$ cat config.mk
export PLATFORM = sky130hd
export DESIGN_NAME = keypad_scanner
export DESIGN_NICKNAME = d
export VERILOG_FILES = /design/src/rtl/keypad_pkg.sv /design/src/rtl/keypad_col_sync.sv /design/src/rtl/keypad_scanner.sv
export SDC_FILE = /design/constraint.sdc
export NUM_CORES = 1
export LEC_CHECK = 0
export CAP_MARGIN = 20
export CORE_MARGIN = 3
export CORE_UTILIZATION = 58
export CTS_CLUSTER_DIAMETER = 60
export CTS_CLUSTER_SIZE = 16
export DETAILED_ROUTE_END_ITERATION = 7
export PLACE_DENSITY = 0.81
export SYNTH_ARGS = -nofsm -noshare
export SYNTH_HDL_FRONTEND = slang
export SYNTH_SLANG_ARGS = --single-unit
$ cat constraint.sdc
create_clock -name clk -period 3.37 [get_ports clk]
set_clock_uncertainty 0.05 [all_clocks]
set_input_delay 0.674 -clock clk [delete_from_list [all_inputs] [get_ports clk]]
set_output_delay 0.674 -clock clk [all_outputs]
set_load 0.02 [all_outputs]
$ cat src/rtl/keypad_pkg.sv
// Shared types and constants for the 4x4 keypad scanner.
package keypad_pkg;

    typedef enum logic [1:0] {
        SCAN         = 2'd0,
        DEBOUNCE     = 2'd1,
        WAIT_RELEASE = 2'd2
    } kp_state_t;

    localparam int KP_ROWS   = 4;
    localparam int KP_COLS   = 4;
    localparam int KP_CODE_W = 4;

    localparam logic [KP_COLS-1:0] KP_COL_IDLE = 4'b1111;

    // Returns {exactly_one_low, low_column_index}; ghosted or idle columns give 3'b000.
    function automatic logic [2:0] single_low(input logic [KP_COLS-1:0] col);
        logic [2:0] res;
        res = 3'b000;
        case (col)
            4'b1110: res = 3'b100;
            4'b1101: res = 3'b101;
            4'b1011: res = 3'b110;
            4'b0111: res = 3'b111;
            default: res = 3'b000;
        endcase
        return res;
    endfunction

endpackage

$ cat src/rtl/keypad_col_sync.sv
// Two-flop synchronizer for the raw keypad columns; resets to the idle pattern.
module keypad_col_sync
    import keypad_pkg::*;
(
    input  logic               clk,
    input  logic               rst_n,
    input  logic [KP_COLS-1:0] col_n,
    output logic [KP_COLS-1:0] col_s
);

    logic [KP_COLS-1:0] col_meta;

    always_ff @(posedge clk or negedge rst_n) begin
        if (!rst_n) begin
            col_meta <= KP_COL_IDLE;
            col_s    <= KP_COL_IDLE;
        end else begin
            col_meta <= col_n;
            col_s    <= col_meta;
        end
    end

endmodule

$ cat src/rtl/keypad_scanner.sv
// 4x4 keypad row scanner with press/release debounce and a one-deep valid/ready code buffer.
// Optional build macro: KEYPAD_AUTOREPEAT_EN re-emits a held key every REPEAT_CNT samples.
//
// state        | meaning
// SCAN         | rotating rows, looking for a single low column
// DEBOUNCE     | row frozen, counting matching samples of the candidate key
// WAIT_RELEASE | key confirmed and held, counting idle samples before rescanning
module keypad_scanner
    import keypad_pkg::*;
#(
    parameter int SCAN_DIV     = 50000,
    parameter int DEBOUNCE_CNT = 10,
    parameter int REPEAT_CNT   = 250
) (
    input  logic                 clk,
    input  logic                 rst_n,
    input  logic [KP_COLS-1:0]   col_n,
    output logic [KP_ROWS-1:0]   row_n,
    output logic [KP_CODE_W-1:0] key_code,
    output logic                 key_valid,
    input  logic                 key_ready,
    output logic                 key_held,
    output logic                 key_overrun
);

    localparam int DIV_W = $clog2(SCAN_DIV);
    localparam int CNT_W = $clog2(DEBOUNCE_CNT + 1);

    if (SCAN_DIV < 4 || DEBOUNCE_CNT < 2 || REPEAT_CNT < 1) begin : g_bad_params
        $error("keypad_scanner: SCAN_DIV >= 4, DEBOUNCE_CNT >= 2, REPEAT_CNT >= 1 required");
    end

    logic [KP_COLS-1:0] col_s;

    keypad_col_sync u_col_sync (
        .clk   (clk),
        .rst_n (rst_n),
        .col_n (col_n),
        .col_s (col_s)
    );

    // Period timer: the terminal count is the sample point and also the only row-change edge.
    logic [DIV_W-1:0] div_cnt;
    logic             sample;

    assign sample = (div_cnt == '0);

    always_ff @(posedge clk or negedge rst_n) begin
        if (!rst_n) begin
            div_cnt <= DIV_W'(SCAN_DIV - 1);
        end else if (sample) begin
            div_cnt <= DIV_W'(SCAN_DIV - 1);
        end else begin
            div_cnt <= div_cnt - 1'b1;
        end
    end

    kp_state_t        state;
    logic [1:0]       row_idx;
    logic [1:0]       next_row;
    logic [1:0]       cand_row;
    logic [1:0]       cand_col;
    logic [CNT_W-1:0] cnt;
    logic [2:0]       hit;
    logic             col_hit;
    logic [1:0]       col_idx;
    logic             fire;

    assign hit      = single_low(col_s);
    assign col_hit  = hit[2];
    assign col_idx  = hit[1:0];
    assign next_row = row_idx + 2'd1;

`ifdef KEYPAD_AUTOREPEAT_EN
    localparam int HOLD_W = $clog2(REPEAT_CNT + 1);
    logic [HOLD_W-1:0] hold_cnt;
`endif

    // fire = the confirm action this edge (first confirm, or an auto-repeat).
    always_comb begin
        fire = 1'b0;
        if (sample) begin
            if (state == DEBOUNCE && col_hit && col_idx == cand_col &&
                cnt == CNT_W'(DEBOUNCE_CNT - 1)) begin
                fire = 1'b1;
            end
`ifdef KEYPAD_AUTOREPEAT_EN
            if (state == WAIT_RELEASE && col_s != KP_COL_IDLE &&
                hold_cnt == HOLD_W'(REPEAT_CNT - 1)) begin
                fire = 1'b1;
            end
`endif
        end
    end

    always_ff @(posedge clk or negedge rst_n) begin
        if (!rst_n) begin
            state       <= SCAN;
            row_idx     <= 2'd0;
            row_n       <= 4'b1110;
            cand_row    <= 2'd0;
            cand_col    <= 2'd0;
            cnt         <= '0;
            key_code    <= '0;
            key_valid   <= 1'b0;
            key_held    <= 1'b0;
            key_overrun <= 1'b0;
`ifdef KEYPAD_AUTOREPEAT_EN
            hold_cnt    <= '0;
`endif
        end else begin
            if (key_valid && key_ready) begin
                key_valid   <= 1'b0;
                key_overrun <= 1'b0;
            end
            // A load overrides the accept above when both land on the same edge.
            if (fire) begin
                if (!key_valid || key_ready) begin
                    key_code  <= {cand_row, cand_col};
                    key_valid <= 1'b1;
                end else begin
                    key_overrun <= 1'b1;
                end
            end

            if (sample) begin
                case (state)
                    SCAN: begin
                        if (col_hit) begin
                            cand_row <= row_idx;
                            cand_col <= col_idx;
                            cnt      <= CNT_W'(1);
                            state    <= DEBOUNCE;
                        end else begin
                            row_idx <= next_row;
                            row_n   <= ~(4'b0001 << next_row);
                        end
                    end
                    DEBOUNCE: begin
                        if (col_hit && col_idx == cand_col) begin
                            if (fire) begin
                                state    <= WAIT_RELEASE;
                                cnt      <= '0;
                                key_held <= 1'b1;
`ifdef KEYPAD_AUTOREPEAT_EN
                                hold_cnt <= '0;
`endif
                            end else begin
                                cnt <= cnt + 1'b1;
                            end
                        end else begin
                            state   <= SCAN;
                            row_idx <= next_row;
                            row_n   <= ~(4'b0001 << next_row);
                        end
                    end
                    WAIT_RELEASE: begin
                        if (col_s == KP_COL_IDLE) begin
                            if (cnt == CNT_W'(DEBOUNCE_CNT - 1)) begin
                                state    <= SCAN;
                                cnt      <= '0;
                                key_held <= 1'b0;
                                row_idx  <= next_row;
                                row_n    <= ~(4'b0001 << next_row);
                            end else begin
                                cnt <= cnt + 1'b1;
                            end
                        end else begin
                            cnt <= '0;
`ifdef KEYPAD_AUTOREPEAT_EN
                            hold_cnt <= fire ? '0 : hold_cnt + 1'b1;
`endif
                        end
                    end
                    default: begin
                        state <= SCAN;
                    end
                endcase
            end
        end
    end

endmodule
[Word-level counts from Yosys, hierarchy flattened]
Cells that the tools add are included.
W data, S select, Z words.
Word-level totals
  register bits after elaboration: 47
  latch bits: 0
  RAM bits: 0
  memory bits (read-only): 0
  bits of input ports: 7
  output and inout port bits: 11
  memories: 0
Cells by class
  add/subtract/negate cells: 3
  $mul: 0
  divide/modulo/power cells: 0
  magnitude comparators: 0
  eq/ne operators: 17
  shift-type cells: 1
  muxes and demuxes: 37
  bitwise logic cells: 1
  reduce and logical (&&, ||, !) cells: 17
Operators by type and width (count)
  $mux W4: 9
  $pmux W4 S3: 2
  $eq A4 B4 Y1 const B: 5
  $mux W2: 9
  $logic_not A16 Y1: 1
  $mux W16: 1
  $sub A16 B1 Y16 const B: 1
  $mux W1: 12
  $ne A2 B2 Y1 const B: 6
  $pmux W2 S3: 2
  $pmux W3 S4: 1
  $reduce_and A6 Y1: 2
  $logic_and A1 B1 Y1: 5
  $reduce_and A5 Y1: 1
  $add A4 B1 Y4 const B: 1
  $eq A4 B3 Y1 const B: 1
  $not A4 Y4: 1
  $reduce_and A4 Y1: 1
  $shl A1 B2 Y4 const A: 1
  $ne A3 B3 Y1 const B: 1
  $reduce_and A3 Y1: 1
  $reduce_bool A3 Y1: 1
  $add A2 B1 Y2 const B: 1
  $eq A2 B1 Y1 const B: 1
  9 further kinds: 9

[Depth between registers and ports, before layout]
  word-level depth: 10
  depth in mapped cells: 8
  depth with buffers taken out: 8

[Cells and area by module]
A second synthesis with hierarchy kept.
Second synthesis, totals
  cells, all modules: 210
  area, all modules: 2313.5 µm²
Modules (own cells, without submodules)
  keypad_scanner: instances 1, cells an instance 202, area each 2103.3 µm², sequential area each 991.0 µm²
  keypad_col_sync: instances 1, cells an instance 8, area each 210.2 µm², sequential area each 210.2 µm²

[Least setup slack after synthesis]
No wires, ideal clock.
  path type: register to register
  start point: reg u_col_sync.col_s[3]
  end point: reg key_code[0]
  data arrival time: 2.171 ns
  path slack: 1.024 ns
  stages on the path, launching flop included: 8
  period minus slack after synthesis: 2.346 ns
  cell sequence: dfstp_2 clkbuf_1 nand4b_1 o22a_1 and2_1 nand2b_4 a2111oi_4 mux2_2
On the way
  word-level cells in the longest chain between the ends: 8
RTL lines
  from (decl): RTL line keypad_col_sync.sv:8  | output logic [KP_COLS-1:0] col_s
  from (signal assigned): RTL line keypad_col_sync.sv:19  | col_s <= col_meta;
  $eq A4 B3 Y1 / $eq A4 B4 Y1 (equally long branches): RTL line keypad_pkg.sv:20  | case (col)
  $pmux W3 S4 *: RTL line keypad_pkg.sv:20
  $eq A2 B2 Y1 / $logic_and A1 B1 Y1 (equally long branches): RTL line keypad_scanner.sv:83  | if (state == DEBOUNCE && col_hit && col_idx == cand_col &&
  $logic_and A1 B1 Y1 * (2 in a row): RTL line keypad_scanner.sv:83
  $mux W1 *: RTL line keypad_scanner.sv:83
  $mux W1 *: RTL line keypad_scanner.sv:82  | if (sample) begin
  $reduce_and A2 Y1 (no line) *
  to (signal assigned): RTL line keypad_scanner.sv:119  | key_code <= {cand_row, cand_col};
  to (decl): RTL line keypad_scanner.sv:19  | output logic [KP_CODE_W-1:0] key_code,
Every way passes the cells marked *; elsewhere a longest branch is shown, timed or not.
A chain may end at the register's enable or synchronous reset.

[Final worst setup path]
  start point: reg div_cnt[2]
  end point: reg row_idx[1]
On the way
  word-level cells in the longest chain between the ends: 2
RTL lines
  from (decl): RTL line keypad_scanner.sv:43  | logic [DIV_W-1:0] div_cnt;
  from (signal assigned): RTL line keypad_scanner.sv:50  | div_cnt <= DIV_W'(SCAN_DIV - 1);
  from (signal assigned): RTL line keypad_scanner.sv:52  | div_cnt <= DIV_W'(SCAN_DIV - 1);
  from (signal assigned): RTL line keypad_scanner.sv:54  | div_cnt <= div_cnt - 1'b1;
  $logic_not A16 Y1: RTL line keypad_scanner.sv:46  | assign sample = (div_cnt == '0);
  $reduce_and A6 Y1 (no line)
  to (signal assigned): RTL line keypad_scanner.sv:135  | row_idx <= next_row;
  to (signal assigned): RTL line keypad_scanner.sv:153  | row_idx <= next_row;
  to (signal assigned): RTL line keypad_scanner.sv:163  | row_idx <= next_row;
  to (decl): RTL line keypad_scanner.sv:59  | logic [1:0] row_idx;
No other way between the ends.

==> run metrics <==
Layout fillers 300; power share of the combinational group 2.9%; Clock Sinks 47; PwrDens 373.1 mW/mm^2; clock buffer count from CTS 5; number of global-route vias before repair 1691; die height 70.02 um; HP Start u_col_sync.col_meta[2]; FF+latch count, synth 47; Setup TNS Final 0 ns; Fmax achieved 384.2 MHz; largest net degree at the start of global routing 48; delay-heaviest family, CP simple AND/OR/NAND/NOR gates; CP bufs+invs 0; Post-CTS Hold Buffers 0; critical path launch point type register; Yosys warnings 0; Clock power frac 39.4%; xor-xnor portion of the synthesized cell area 4.789%; hold path depth 0; first-pass GRT wire length 7645 um; crit-path cells or4_1 > nor2_8 > and3_1 > and4_1 > mux2_1; post-CTS setup buffers 0; DR DRC count 0; Worst R2R End row_idx[1]; crit path kind register to register; total grt overflow 0; element type at the critical path end register; diodes inserted 0; Initial Utilization 62.58%; routed wire length 4233 um; Gates resized, CTS repair 0; RSZ-0062 raised after global routing false; port bufs 17; flop2flop setup slack 0.77 ns; CP peak stage delay 0.70 ns; Int Power 0.8077 mW; placed cell count 279; Placer Congestion 0.8657; WP data arrival 2.73 ns; Post-Synth Simple-Gate Area 20.32%; Worst path depth 5; Hold Path End u_col_sync.col_s[2]; Pre-Repair DR Iteration Count 4; Total Nets Final 258; Antenna Violating Nets Remaining 0; Max-slew headroom 55.96%; initial antenna violation count 0; Required @ worst endpoint 3.50 ns; Hold Path Class register to register; r2r worst-path depth 5; Hold Fails Final Rpt 0; layout cells sized above 1 16.25%; io pins 18; fin crit period 2.603 ns; cell taking the most area after synthesis dfrtp_1; synth unique cells 53; sequential share of power 57.7%; Adder-Cell Fraction of Synth Area 6.316%; drt via density 5.694; status complete, no violations; Vias 1640; largest family of logic cells by synthesized area simple AND/OR/NAND/NOR gates; Die X 70.02 um; CP Max Fanout 8; number of synthesized flops with an enable pin 0; DR iter-0 viols 126; root buf cell clkbuf_8; worst skew pair latency 0.30 ns; CP max stage cell or4_1; reg-to-reg startpoint div_cnt[2]; Max-Cap Viols 0; CORE AREA 0.003799 mm^2; Syn-to-layout area delta 13.32%; Post-synth top cells dfrtp_1, nand2_1, dfstp_2, inv_1, nor2_1; multiplexer area fraction after synthesis 4.684%; H-tree depth 2; post-synthesis average cell area 10.81 um^2; Leak Pwr 1.166 nW; Switch Pwr 0.1973 mW; total power 1.005 mW; dominant cell by count in the synthesized netlist dfrtp_1; worst slew pin tran 0.6556 ns; FP Rows 22; VDD IR max 0.0002789 V; Period Utilization, post-route 77.23%; Synthesized Nets 239; Setup-failing EPs final 0; largest cells by area after synthesis dfrtp_1, dfstp_2, ha_1, nand2_1, xnor2_1; Clock Tree Buf Depth 2; Mapped Area 0.002377 mm^2; clk slew on worst S/H paths 0.09 ns; die area 0.004903 mm^2; Compound-Gate Fraction of Synth Area 9.526%; max-slew violations 0; Mapped Cells 220; register area share after synthesis 50.53%; sw frac 19.64%; CTS tree yes; async set-reset flop share out of synthesis 100.0%; Post-Layout Cell Count 288; Most used DFF post-synth dfrtp_1; Tot GR Track Use 19.60%; top cell type's share of synthesized area 28.42%; DR WL/cell 14.70 um; DP HPWL 2958 um
## flip-flops by register name (all words and copies together), names as in the netlist
name                 count
cand_row                 2
row_n                    4
cnt                      4
state                    2
key_overrun              1
cand_col                 2
key_held                 1
key_code                 4
key_valid                1
u_col_sync.col_meta      4
div_cnt                 16
row_idx                  2
u_col_sync.col_s         4
## logic make-up (layout without fill, tap and decap cells)
kind of cell | Yosys count | after routing
AND/OR/NAND/NOR | 85 | 85
flip-flops | 47 | 47
AO/OA/AOI/OAI | 32 | 32
buffers and inverters | 21 | 41
XOR/XNOR | 13 | 13
adder cells (fa/ha/maj) | 12 | 12
multiplexers | 10 | 10
## cell type report
class | count | area [um^2] | area share (%)
sequential | 47 | 1201 | 44.59
tap | 48 | 60.06 | 2.229
clock buffer | 7 | 76.32 | 2.833
timing repair buffer | 18 | 185.2 | 6.874
multi-input combinational | 152 | 1085 | 40.27
inverter | 15 | 56.30 | 2.090
clock inverter | 1 | 30.03 | 1.115
## through the flow
stage	setup WS (ns)	hold WS (ns)	util, %	cell area [um^2]
4_1_cts	0.7649	0.3122	70.39	2674
5_1_grt	0.6529	0.3164	70.92	2694
6_report	0.7674	0.3099	70.92	2694
3_5_place_dp	0.7961	0.3003	67.59	2567
3_3_place_gp	0.8499	0.2955	67.59	2567
2_1_floorplan	1.024	0.2952	-	2377
## layout by cell type (no fill, tap or decap), types with 3 or more instances in the layout
| master | count |
|---|---|
| nand4b_1 | 3 |
| o21ai_0 | 11 |
| and3_1 | 3 |
| nand2_1 | 21 |
| nor3_1 | 7 |
| dfrtp_1 | 27 |
| nor4_1 | 3 |
| ha_1 | 12 |
| clkdlybuf4s50_1 | 16 |
| clkbuf_8 | 5 |
| and2_1 | 4 |
| dfstp_2 | 20 |
| mux2i_1 | 4 |
| xnor2_1 | 9 |
| mux2_2 | 4 |
| nor2_1 | 13 |
| nand3_1 | 10 |
| inv_1 | 15 |
| nand4_1 | 3 |
| xor2_1 | 4 |
| a21oi_1 | 5 |
| or3_1 | 3 |
## worst register-to-register path, stage by stage, from the launching register on
cell	delay (ns)
dfstp_2	0.40
or4_1	0.70
nor2_8	0.19
and3_1	0.33
and4_1	0.45
mux2_1	0.35
## how the worst max path moves through the flow
stage                        to                 from  slack (ns)
floorplan           key_code[0]  u_col_sync.col_s[3]        1.02
global placement     row_idx[1]           div_cnt[2]        0.85
detailed placement   row_idx[1]           div_cnt[2]        0.80
CTS                  row_idx[1]           div_cnt[2]        0.76
global route         row_idx[1]           div_cnt[2]        0.65
finish               row_idx[1]           div_cnt[2]        0.77
## per-layer routing
layer  share of wire [%]  vias to the layer above  GRT usage (%)
met2                  45                       33          30.85
met5                   0                        -              0
met1                  49                      798          25.75
li1                    -                      801              -
met4                 1.7                        0          8.298
met3                 3.6                        8          4.892
## power groups by stage
stage	sequential (mW)	clock (mW)	combinational, mW
2_1_floorplan	0.586	0	0.0103
3_3_place_gp	0.589	0	0.0267
3_5_place_dp	0.589	0	0.0269
4_1_cts	0.579	0.410	0.0271
5_1_grt	0.580	0.439	0.0332
6_report	0.579	0.396	0.0294
(Power assumes the default switching activity.)
